$ cat config.mk
export PLATFORM = sky130hd
export DESIGN_NAME = led_bank_scheduler
export DESIGN_NICKNAME = d
export VERILOG_FILES = /design/src/rtl/led_bank_scheduler.sv
export SDC_FILE = /design/constraint.sdc
export NUM_CORES = 1
export LEC_CHECK = 0
export BUFFER_PORTS_ARGS = -buffer_cell sky130_fd_sc_hd__buf_2
export CAP_MARGIN = 10
export CORE_UTILIZATION = 55
export CTS_CLUSTER_SIZE = 10
export DETAILED_ROUTE_END_ITERATION = 6
export GPL_ROUTABILITY_DRIVEN = 1
export PLACE_DENSITY = 0.78
export SYNTH_ARGS = -nofsm -noshare
export SYNTH_HDL_FRONTEND = slang
export SYNTH_SLANG_ARGS = --single-unit
export TNS_END_PERCENT = 1
$ cat constraint.sdc
create_clock -name clk -period 2.43 [get_ports clk]
set_input_delay 0.1215 -clock clk [delete_from_list [all_inputs] [get_ports clk]]
set_output_delay 0.1215 -clock clk [all_outputs]
set_load 0.005 [all_outputs]
$ cat src/rtl/led_bank_scheduler.sv
// led_bank_scheduler: round-robin owner of the 3-bit LED bank for three
// requesters, with a req/grant/done handshake and a prescaled tick counter
// (clk_div) that paces dwell and blinking.
// Optional build macro LED_BLINK_EN: blink the granted pattern with clk_div[2].
module led_bank_scheduler #(
   parameter int unsigned DIV_WIDTH  = 4,
   parameter int unsigned HOLD_TICKS = 8
) (
   input  logic       clk,
   input  logic       reset,
   input  logic [2:0] req,
   input  logic [8:0] pattern,
   output logic [2:0] grant,
   output logic [2:0] done,
   output logic [2:0] led,
   output logic [2:0] clk_div
);

   localparam int unsigned DWELL_W    = DIV_WIDTH + 8;
   localparam int unsigned DWELL_LOAD = HOLD_TICKS * (32'd1 << DIV_WIDTH) - 32'd1;

   typedef enum logic [1:0] {
      IDLE    = 2'd0,
      GRANT   = 2'd1,
      RELEASE = 2'd2
   } state_t;

   state_t               state;
   state_t               state_nxt;
   logic [DIV_WIDTH-1:0] presc;
   logic                 tick;
   logic [2:0]           clk_div_nxt;
   logic [1:0]           last;
   logic [1:0]           last_nxt;
   logic [1:0]           win;
   logic [DWELL_W-1:0]   dwell;
   logic [DWELL_W-1:0]   dwell_nxt;
   logic [2:0]           grant_nxt;
   logic [2:0]           done_nxt;
   logic [2:0]           led_nxt;

   // Round-robin pick: search upward starting after the previous winner.
   function automatic logic [1:0] rr_pick(input logic [1:0] prev, input logic [2:0] r);
      logic [1:0] w;
      w = 2'd0;
      case (prev)
         2'd0:    w = r[1] ? 2'd1 : (r[2] ? 2'd2 : 2'd0);
         2'd1:    w = r[2] ? 2'd2 : (r[0] ? 2'd0 : 2'd1);
         default: w = r[0] ? 2'd0 : (r[1] ? 2'd1 : 2'd2);
      endcase
      return w;
   endfunction

   function automatic logic [2:0] one_hot(input logic [1:0] idx);
      logic [2:0] h;
      h = 3'b000;
      case (idx)
         2'd0:    h = 3'b001;
         2'd1:    h = 3'b010;
         2'd2:    h = 3'b100;
         default: h = 3'b000;
      endcase
      return h;
   endfunction

   function automatic logic [2:0] sel_pattern(input logic [8:0] p, input logic [1:0] idx);
      logic [2:0] s;
      s = 3'b000;
      case (idx)
         2'd0:    s = p[2:0];
         2'd1:    s = p[5:3];
         2'd2:    s = p[8:6];
         default: s = 3'b000;
      endcase
      return s;
   endfunction

   // LED value presented for a granted pattern; uses next clk_div so the
   // registered led lines up with the registered clk_div.
   function automatic logic [2:0] show(input logic [2:0] p, input logic phase);
`ifdef LED_BLINK_EN
      return p & {3{phase}};
`else
      logic unused_phase;
      unused_phase = phase;
      return p;
`endif
   endfunction

   assign tick        = &presc;
   assign clk_div_nxt = clk_div + {2'b00, tick};
   assign win         = rr_pick(last, req);

   // Free-running prescaler and tick counter, independent of the FSM.
   always_ff @(posedge clk or negedge reset) begin
      if (!reset) begin
         presc   <= '0;
         clk_div <= 3'd0;
      end else begin
         presc   <= presc + DIV_WIDTH'(1);
         clk_div <= clk_div_nxt;
      end
   end

   // FSM state register.
   always_ff @(posedge clk or negedge reset) begin
      if (!reset) state <= IDLE;
      else        state <= state_nxt;
   end

   // Next-state decision; unreachable encodings fall back to IDLE.
   always_comb begin
      state_nxt = IDLE;
      case (state)
         IDLE:    state_nxt = (|req) ? GRANT : IDLE;
         GRANT:   state_nxt = ((dwell == '0) || !(|(req & grant))) ? RELEASE : GRANT;
         RELEASE: state_nxt = IDLE;
         default: state_nxt = IDLE;
      endcase
   end

   // Next values of the registered outputs, winner and dwell counter.
   always_comb begin
      grant_nxt = 3'b000;
      done_nxt  = 3'b000;
      led_nxt   = 3'b000;
      last_nxt  = last;
      dwell_nxt = dwell;
      case (state)
         IDLE: begin
            if (|req) begin
               last_nxt  = win;
               grant_nxt = one_hot(win);
               led_nxt   = show(sel_pattern(pattern, win), clk_div_nxt[2]);
               dwell_nxt = DWELL_W'(DWELL_LOAD);
            end
         end
         GRANT: begin
            if (state_nxt == GRANT) begin
               grant_nxt = grant;
               led_nxt   = show(sel_pattern(pattern, last), clk_div_nxt[2]);
               dwell_nxt = dwell - DWELL_W'(1);
            end else begin
               done_nxt  = one_hot(last);
            end
         end
         default: begin
            grant_nxt = 3'b000;
         end
      endcase
   end

   // Output, winner and dwell registers; reset clears outputs without a done pulse.
   always_ff @(posedge clk or negedge reset) begin
      if (!reset) begin
         grant <= 3'b000;
         done  <= 3'b000;
         led   <= 3'b000;
         last  <= 2'd2;
         dwell <= '0;
      end else begin
         grant <= grant_nxt;
         done  <= done_nxt;
         led   <= led_nxt;
         last  <= last_nxt;
         dwell <= dwell_nxt;
      end
   end

endmodule

# Word-level counts from Yosys, hierarchy flattened
# Index checks and enable logic that the tools add are counted.
[totals]
input_bits = 14
output_inout_bits = 12
word_cells = 58
regBits = 32
[classes]
addsub = 3
n_mux = 25
bitwise = 1
eq_ne = 9
n_reduce_logical = 12
[ops]
columns = ["cell", "count"]
rows = [
  ["$pmux 3 s3", 4],
  ["$mux 12", 2],
  ["$pmux 12 s2", 1],
  ["$mux 3", 6],
  ["$logic_not 12->1", 1],
  ["$mux 2", 6],
  ["$pmux 3 s2", 2],
  ["$sub 12x1->12 const B", 1],
  ["$eq 2x1->1 const B", 4],
  ["$pmux 2 s2", 2],
  ["$logic_not 2->1", 3],
  ["$ne 2x2->1 const B", 3],
  ["$reduce_or 3->1", 2],
  ["$add 4x1->4 const B", 1],
  ["$eq 2x2->1 const B", 2],
  ["$reduce_and 4->1", 1],
  ["$add 3x1->3", 1],
  ["$and 3x3->3", 1],
  ["$reduce_and 3->1", 1],
  ["$mux 1", 2],
  ["$reduce_and 2->1", 1],
  ["$reduce_bool 2->1", 1],
  ["$logic_not 1->1", 1],
  ["$logic_or 1x1->1", 1],
]

# Logic depth before layout (Yosys ltp)
# Gate-level depths: netlist (run 1).
[depth]
ltp_word = 9
ltp_mapped = 7
mapped_depth_nobuf = 6

# Least setup slack after synthesis (run 1)
# OpenSTA, ideal clock, no wires.
[synth_timing]
path_type = "reg-to-reg"
startpoint = "reg dwell[0]"
endpoint = "reg dwell[8]"
path_slack_ns = 0.331
stages_incl_launch_ff = 8
arrival_ns = 2.021
required_ns = 2.352
period_less_slack_ns = 2.099
n_path_buf = 1
cell_sequence = "dfrtp_1 -> inv_1 -> ha_1 -> or3b_1 -> or3_1 -> clkbuf_1 -> or4_1 -> a21oi_1"
[synth_via]
elab_chain_len = 7
elab_cells_between_ends = 10
cone_classes = "1 x add/sub; 2 x eq/ne; 4 x mux; 3 x reduce/logical"
[synth_lines]
columns = ["element", "line", "text"]
rows = [
  ["start: declaration", "36", "logic [DWELL_W-1:0] dwell;"],
  ["start signal: assignment", "166", "dwell <= dwell_nxt;"],
  ["$logic_not 12->1", "116", "GRANT: state_nxt = ((dwell == '0) || !(|(req & grant))) ? RELEASE : GRANT;"],
  ["$logic_or 1x1->1", "116", ""],
  ["$mux 2", "116", ""],
  ["$pmux 2 s2", "114", "case (state)"],
  ["$eq 2x1->1", "139", "if (state_nxt == GRANT) begin"],
  ["$ne 2x2->1 (no source line)", "n/a", ""],
  ["$reduce_and 3->1 (no source line)", "n/a", ""],
]
# Parallel ways exist; a longest one is shown, timed or not. The select of a mux whose other input is x is not followed.
# A chain may end at the register's enable or synchronous reset.

# Worst setup path in the final report (run 1)
# Same ends and word-level chain as after synthesis.

==> flow_summary.ini, run 1 <==
[drt]
drt_wl_total_mm = 3.34
drtIter0Drc = 67
drc = 0
wire_per_inst_um = 15.2
num_vias = 1382
viasPerCell = 6.31
ant_nets = 0
dr.pass1.iters = 4

[grt]
grt_pass1_vias = 1309
grt_max_degree = 33
grt_first_pass_wirelength_mm = 5.77
grt_antenna_before_repair = 0
grt_usage = 0.235
overflow = 0

[floorplanning]
dieArea_um2 = 3200
core_um2 = 2780
die_height_um = 56.6
pin_count = 26
row_count = 19
start_util = 0.590
die_w_um = 56.6

[clock_network]
cts_sinks = 32
clock-root-buffer = clkbuf_4
cts_tree = yes
clk_latency_ns = 0.33
clockBufferDepth = 2
cts-resized-gates = 0
cts_hold_buf = 1
cts_max_level = 2
path_clk_slew_ns = 0.09
numCtsBuffers = 5
postCtsSetupBuffers = 0

[worst_setup_path]
r2r_slack_ns = 0.19
endpoint_kind = register
critPathKind = register to register
crit_path_max_fanout = 8
cp.required_ns = 2.69
worstSetupStartpointType = register
cp.arrival_ns = 2.50
r2r_start = dwell[0]
r2r_cells = 6
reg2reg_to = dwell[8]

[placement]
numPortBuffers = 25
place_congestion = 0.894
dpl_cell_area_um2 = 1800
dpl.hpwl_mm = 2.44

[cells_and_area]
final_cell_mix = dfrtp_1, buf_2, inv_1
final_common_cell = dfrtp_1
drive_above_1_share = 0.229
fin_nets = 205
antenna_cells = 0
finish.utilization = 0.683
design_area_um2 = 1900
syn_to_final_growth_pct = 15.9

[min_path]
hold_start = pattern[8]
hold_class = input port to register
min_delay_path_depth = 3
min_to = led[2]

[yosys]
syn_inst = 159
yosys_warnings = 0
syn_nets = 177
syn_area_per_cell_um2 = 10.3
yosysSeqAreaShare = 0.489
synth_edf_count = 0
ys_dominant_reg_cell = dfrtp_1
synth_area_um2 = 1640
ys_ff_latch = 32
synthArstFlopShare = 1.00
ys_types = 44

[timing]
maxSlewViolCount = 0
rsz0062_at_grt = no
slew-limit-headroom = 0.422
worst_slew_pin_slew_ns = 0.860
fin_setup_tns_ns = 0
final-setup-viol-count = 0
final.period_utilization = 0.924
fmax_ghz = 0.446
min_period_ns = 2.24
clock_skew_ns = 0.00722
hold_violations = 0

[status]
status = finished, final reports clean

[power_and_ir_drop]
leakage_nw = 0.849
peakVddDrop_uv = 878
power.density_nw_per_um2 = 930

[flow_run]
cap_violations = 0
-- routing by layer --
metal,share of wire,GRT usage,up-vias
met3,0.051,0.0622,4
met1,0.46,0.306,677
met2,0.48,0.380,41
li1,-,-,660
met4,0.0081,0.0801,0
met5,0,0,-
-- layout make-up --
type / instances / area (um^2)
multi-input cells: 111 / 777
fillers: 205 / 881
flip-flops and latches: 32 / 802
inverters: 8 / 30.0
repair buffers: 29 / 158
clock inverters: 1 / 30.0
well taps: 31 / 38.8
clock buffers: 7 / 65.1
-- power breakdown --
part | switching (mW) | internal (mW) | leakage [nW]
Clock | 0.175 | 0.273 | 0.0515
Combinational | 0.341 | 0.242 | 0.414
Sequential | 0.104 | 0.632 | 0.383
Total | 0.620 | 1.15 | 0.849
-- synthesized netlist by cell type (all sizes together), types with 2 or more instances --
master | n | area share
a211oi | 4 | 0.018
a21oi | 5 | 0.015
a311oi | 2 | 0.011
a31oi | 2 | 0.0076
a32oi | 3 | 0.016
clkbuf | 7 | 0.016
dfrtp | 31 | 0.47
ha | 4 | 0.031
inv | 8 | 0.018
mux2i | 6 | 0.037
nand2 | 5 | 0.011
nand2b | 6 | 0.023
nand3 | 7 | 0.021
nand4 | 4 | 0.015
nor2 | 5 | 0.011
nor2b | 5 | 0.019
nor3 | 6 | 0.021
nor3b | 3 | 0.014
nor4 | 3 | 0.011
o211ai | 3 | 0.014
o21ai | 5 | 0.015
o2bb2ai | 4 | 0.021
o31ai | 3 | 0.014
or3 | 6 | 0.027
or4 | 6 | 0.028
xor2 | 2 | 0.011
-- critical path: stages (launching register included) --
cell	delay, ns
dfrtp_1	0.43
inv_1	0.08
ha_1	0.17
or3b_1	0.40
or3_1	0.48
or4_1	0.44
a21oi_1	0.17
-- worst max-delay path by stage --
stage | from | to
4_1_cts | dwell[0] | dwell[8]
2_1_floorplan | dwell[0] | dwell[8]
6_report | dwell[0] | dwell[8]
3_3_place_gp | dwell[0] | dwell[8]
3_5_place_dp | dwell[0] | dwell[8]
5_1_grt | dwell[0] | dwell[8]
-- kinds of logic after synthesis --
| group | after synthesis | synth area share |
|---|---|---|
| AOI/OAI and AO/OA | 37 | 0.164 |
| adders and majority gates | 4 | 0.0305 |
| DFF | 32 | 0.489 |
| muxes | 6 | 0.0366 |
| xor gates and xnor gates | 3 | 0.0160 |
| and+or+nand+nor | 61 | 0.227 |
| buffers and inverters | 16 | 0.0374 |
-- sequential cells by signal (all words and copies together), names as in the netlist --
| name | count |
|---|---|
| led | 3 |
| state | 2 |
| clk_div | 3 |
| grant | 3 |
| presc | 4 |
| dwell | 12 |
| last | 2 |
| done | 3 |
-- metrics by stage --
stage,worst slack (ns),std cells,power (mW),hold slack [ns]
4_1_cts,0.192,219,1.77,0.122
2_1_floorplan,0.331,159,1.11,-0.174
5_1_grt,0.103,219,1.87,0.121
3_5_place_dp,0.199,210,1.31,0.200
6_report,0.186,219,1.77,0.122
3_3_place_gp,0.325,210,1.28,0.182
No activity file was read; power rests on OpenSTA's default activity.
==> inputs of run 2 (changes only) <==
--- a/config.mk
+++ b/config.mk
@@ -12,6 +12,7 @@
 export DETAILED_ROUTE_END_ITERATION = 6
 export GPL_ROUTABILITY_DRIVEN = 1
 export PLACE_DENSITY = 0.78
+export SKIP_CTS_REPAIR_TIMING = 1
 export SYNTH_ARGS = -nofsm -noshare
 export SYNTH_HDL_FRONTEND = slang
 export SYNTH_SLANG_ARGS = --single-unit
==> constraint.sdc (replaced) <==
create_clock -name clk -period 2.4 [get_ports clk]
set_input_delay 0.12 -clock clk [delete_from_list [all_inputs] [get_ports clk]]
set_output_delay 0.12 -clock clk [all_outputs]
set_load 0.005 [all_outputs]
==> run 2 against run 1 <==
- maximum frequency rose by 0.78%
- sequential share of layout area did not move
- power increased by 0.82%
- non-clock buffer count unchanged
- clock-buffer cell count stayed put
- clock power increased by 1%
- worst hold slack gained 0.0077 ns
- sequential cell count stayed put
- routed wire length down 2.2%
- cell area is the same
- core utilization is the same
- critical path depth stayed put
- largest cell class unchanged
- largest power group unchanged
- highest routed layer unchanged
==> flow_summary.ini, run 2 (synthesis results as in run 1) <==
[timing]
fmax_ghz = 0.449
whs_ns = 0.129
worst_slew_pin_slew_ns = 0.797
final.period_utilization = 0.928
hold_violations = 0
rsz0062_at_grt = no
final-setup-viol-count = 0
min_period_ns = 2.23
maxSlewViolCount = 0
clock_skew_ns = 0.00683
fin_setup_tns_ns = 0
finalWorstSetupSlack_ns = 0.173
slew-limit-headroom = 0.464

[drt]
wire_per_inst_um = 14.9
dr.pass1.iters = 4
drc = 0
ant_nets = 0
viasPerCell = 6.28
num_vias = 1376
drtIter0Drc = 64
drt_wl_total_mm = 3.26

[status]
status = finished, final reports clean

[grt]
grt-busiest-layer = met2
grtUsageMet1 = 0.298
overflow = 0
grt_first_pass_wirelength_mm = 5.58
grt_usage = 0.228
grt_antenna_before_repair = 0
grt_max_degree = 33
met3_usage = 0.0622
grt_pass1_vias = 1265
gr-usage-met2 = 0.365

[worst_setup_path]
crit_chain = inv_1, ha_1, or3b_1, or3_1, or4_1, a21oi_1
cp.arrival_ns = 2.49
worstSetupStartpointType = register
crit_path_top_delay_cell = or3_1
cp.required_ns = 2.66
crit_path_max_incr_delay_ns = 0.48
critPathKind = register to register
endpoint_kind = register
crit_path_max_fanout = 8

[power_and_ir_drop]
p_sw_mw = 0.620
sw_frac_of_total = 0.348
seqPwrFrac = 0.416
peakVddDrop_uv = 988
leakage_nw = 0.849
internal-power_mw = 1.16
combPwrFrac = 0.330
power.density_nw_per_um2 = 938
total_power_mw = 1.78
clockPowerShare = 0.255

[flow_run]
cap_violations = 0

[placement]
place_inst = 210
dpl.hpwl_mm = 2.42
place_congestion = 0.894
numPortBuffers = 25
dpl_cell_area_um2 = 1800
place_ws_ns = 0.171

[min_path]
hold_class = input port to register

[floorplanning]
dieArea_um2 = 3200
start_util = 0.590
row_count = 19
core_um2 = 2780
die_height_um = 56.6
die_w_um = 56.6
pin_count = 26

[cells_and_area]
antenna_cells = 0
reg.largest.list = dwell (12), presc (4)
n_fill_cell = 201
drive_above_1_share = 0.229
finish.utilization = 0.683
fin_cells = 219
final_cell_mix = dfrtp_1, buf_2, inv_1
top_register = dwell
largest_reg_flops = 12
design_area_um2 = 1900
syn_to_final_growth_pct = 15.9
final_common_cell = dfrtp_1
fin_nets = 205

[clock_network]
clockBufferDepth = 2
clk_latency_ns = 0.33
cts_tree = yes
numCtsBuffers = 5
cts_sinks = 32
cts_max_level = 2
clock-root-buffer = clkbuf_4
path_clk_slew_ns = 0.10
## run 2: cell counts in the layout (fill, tap and decap cells not counted)
Identical to the previous run, type by type.
## run 2: layout make-up
class | instances | area (um^2) | share of cell area
inverters | 8 | 30.0 | 0.0158
flip-flops and latches | 32 | 802 | 0.422
repair buffers | 29 | 158 | 0.0829
well taps | 31 | 38.8 | 0.0204
clock buffers | 7 | 65.1 | 0.0342
clock inverters | 1 | 30.0 | 0.0158
multi-input cells | 111 | 777 | 0.409
## run 2: final timing paths
path | cells past startpoint | endpoint | slack (ns) | from
max in group asynchronous | 2 | state[0] | 1.62 | reset
setup / recovery | 6 | dwell[8] | 0.17 | dwell[0]
hold reg to reg | 1 | clk_div[2] | 0.47 | clk_div[2]
min in group asynchronous | 2 | dwell[6] | 0.35 | reset
setup reg to reg | 6 | dwell[8] | 0.17 | dwell[0]
hold / removal | 3 | led[2] | 0.13 | pattern[8]
## run 2: worst max-delay path: cells and delay by family (launching register included)
kind	cells	cell delay (ns)
adders and majority gates	1	0.17
AOI/OAI and AO/OA	1	0.17
buffers and inverters	1	0.07
and+or+nand+nor	3	1.32
DFF	1	0.42
## run 2: power by group through the flow
stage               Sequential, mW  Clock, mW  Combinational (mW)
floorplan                    0.701          0               0.421
global route                 0.753      0.482               0.649
finish                       0.741      0.454               0.587
global placement             0.741          0               0.555
CTS                          0.739      0.463               0.586
detailed placement           0.748          0               0.578
## run 2: routing by layer
layer  vias to the layer above  share of wire  routed length (um)
met5                         -              0                   0
met4                         0          0.013                  42
met2                        53           0.47                1550
met3                         5          0.063                 206
li1                        658              -                   -
met1                       660           0.45                1470
==> inputs of run 3 (changes only) <==
--- a/config.mk
+++ b/config.mk
@@ -5,11 +5,11 @@
 export SDC_FILE = /design/constraint.sdc
 export NUM_CORES = 1
 export LEC_CHECK = 0
-export BUFFER_PORTS_ARGS = -buffer_cell sky130_fd_sc_hd__buf_2
 export CAP_MARGIN = 10
-export CORE_UTILIZATION = 55
+export CORE_UTILIZATION = 62
 export CTS_CLUSTER_SIZE = 10
 export DETAILED_ROUTE_END_ITERATION = 6
+export DONT_BUFFER_PORTS = 1
 export GPL_ROUTABILITY_DRIVEN = 1
 export PLACE_DENSITY = 0.78
 export SKIP_CTS_REPAIR_TIMING = 1
==> run 3 against run 2 <==
- global-route usage grew 3.6 points
- largest power group unchanged
- sequential power grew 2%
- setup slack gained 0.0040 ns
- clock power shrank 25%
- critical endpoint unchanged
==> flow_summary.ini, run 3 (synthesis results as in run 1) <==
[status]
status = finished, final reports clean

[timing]
rsz0062_at_grt = no
clock_skew_ns = 0.0110
min_period_ns = 2.22
slew-limit-headroom = 0.436
hold_violations = 0
worst_slew_pin_slew_ns = 0.839
final.period_utilization = 0.926
final-setup-viol-count = 0
whs_ns = 0.00909
maxSlewViolCount = 0
fmax_ghz = 0.450
fin_setup_tns_ns = 0

[worst_setup_path]
crit_buf_inv = 1
crit_path_max_fanout = 8
critPathKind = register to register
cp.arrival_ns = 2.47
crit_chain = inv_1, ha_1, or3b_1, or3_1, or4_1, a21oi_1
cp.required_ns = 2.65
crit_path_max_incr_delay_ns = 0.48
worstSetupStartpointType = register
endpoint_kind = register
crit_path_top_delay_cell = or3_1
path_delay_family = simple AND/OR/NAND/NOR gates

[placement]
place_congestion = 0.805
place_inst = 184
dpl.hpwl_mm = 2.37
numPortBuffers = 0
dpl_cell_area_um2 = 1670

[cells_and_area]
reg.largest.list = dwell (12), presc (4)
design_area_um2 = 1760
final_common_cell = dfrtp_1
fin_cells = 193
top_register = dwell
fin_nets = 181
syn_to_final_growth_pct = 7.55
drive_above_1_share = 0.110
final_cell_mix = dfrtp_1, inv_1, nand3_1
antenna_cells = 0
largest_reg_flops = 12

[floorplanning]
start_util = 0.662
core_um2 = 2480
pin_count = 26
row_count = 18
dieArea_um2 = 2860
die_w_um = 53.4
die_height_um = 53.4

[clock_network]
cts_tree = yes
numCtsBuffers = 5
path_clk_slew_ns = 0.10
cts_max_level = 2
clock-root-buffer = clkbuf_4
clk_latency_ns = 0.33
clockBufferDepth = 2
cts_sinks = 32

[power_and_ir_drop]
peakVddDrop_uv = 624
seqPwrFrac = 0.471
sw_frac_of_total = 0.367
combPwrFrac = 0.316
leakage_nw = 0.737
total_power_mw = 1.60
clockPowerShare = 0.213
power.density_nw_per_um2 = 907
internal-power_mw = 1.01
p_sw_mw = 0.587

[flow_run]
cap_violations = 0

[drt]
wl_met1_mm = 1.40
wire_per_inst_um = 16.7
dr_wl_met3_um = 190
drc = 0
met2_length_mm = 1.61
dr.max_layer_used = met4
drt_wl_total_mm = 3.23
drtIter0Drc = 42
viasPerCell = 6.41
num_vias = 1238
dr.pass1.iters = 4
ant_nets = 0

[grt]
overflow = 0
grt_first_pass_wirelength_mm = 5.19
grt_pass1_vias = 1183
grt_antenna_before_repair = 0
grt_usage = 0.265
grt_max_degree = 33

[min_path]
hold_class = input port to register
-- run 3: layout make-up --
| type | count | area [um^2] |
|---|---|---|
| multi-input cells | 111 | 777 |
| clock buffers | 7 | 65.1 |
| flip-flops and latches | 32 | 802 |
| fillers | 187 | 713 |
| well taps | 30 | 37.5 |
| inverters | 8 | 30.0 |
| repair buffers | 5 | 52.6 |
-- run 3: power by group through the flow --
| stage | registers (mW) | logic (mW) | clock network [mW] |
|---|---|---|---|
| final | 0.753 | 0.506 | 0.341 |
| after global routing | 0.765 | 0.562 | 0.373 |
| after CTS | 0.752 | 0.486 | 0.349 |
| after detailed placement | 0.763 | 0.485 | 0 |
| after global placement | 0.759 | 0.471 | 0 |
| after floorplan | 0.701 | 0.421 | 0 |
-- run 3: final timing paths --
| check | start | end | slack, ns | depth (start not counted) |
|---|---|---|---|---|
| max in group asynchronous | reset | last[1] | 1.94 | 2 |
| max | dwell[0] | dwell[8] | 0.18 | 6 |
| min reg2reg | presc[0] | presc[0] | 0.45 | 1 |
| max reg2reg | dwell[0] | dwell[8] | 0.18 | 6 |
| min in group asynchronous | reset | dwell[10] | 0.23 | 2 |
| min | pattern[8] | led[2] | 0.009 | 2 |
-- run 3: metrics by stage --
step,worst slack [ns],utilization
finish,0.177,0.712
floorplan,0.301,-
detailed placement,0.212,0.674
global route,0.0376,0.712
CTS,0.192,0.700
global placement,0.283,0.674
-- run 3: per-layer routing --
layer,up-vias,track usage
met4,0,0.110
met3,4,0.101
met5,-,0
met2,34,0.423
li1,610,-
met1,590,0.315
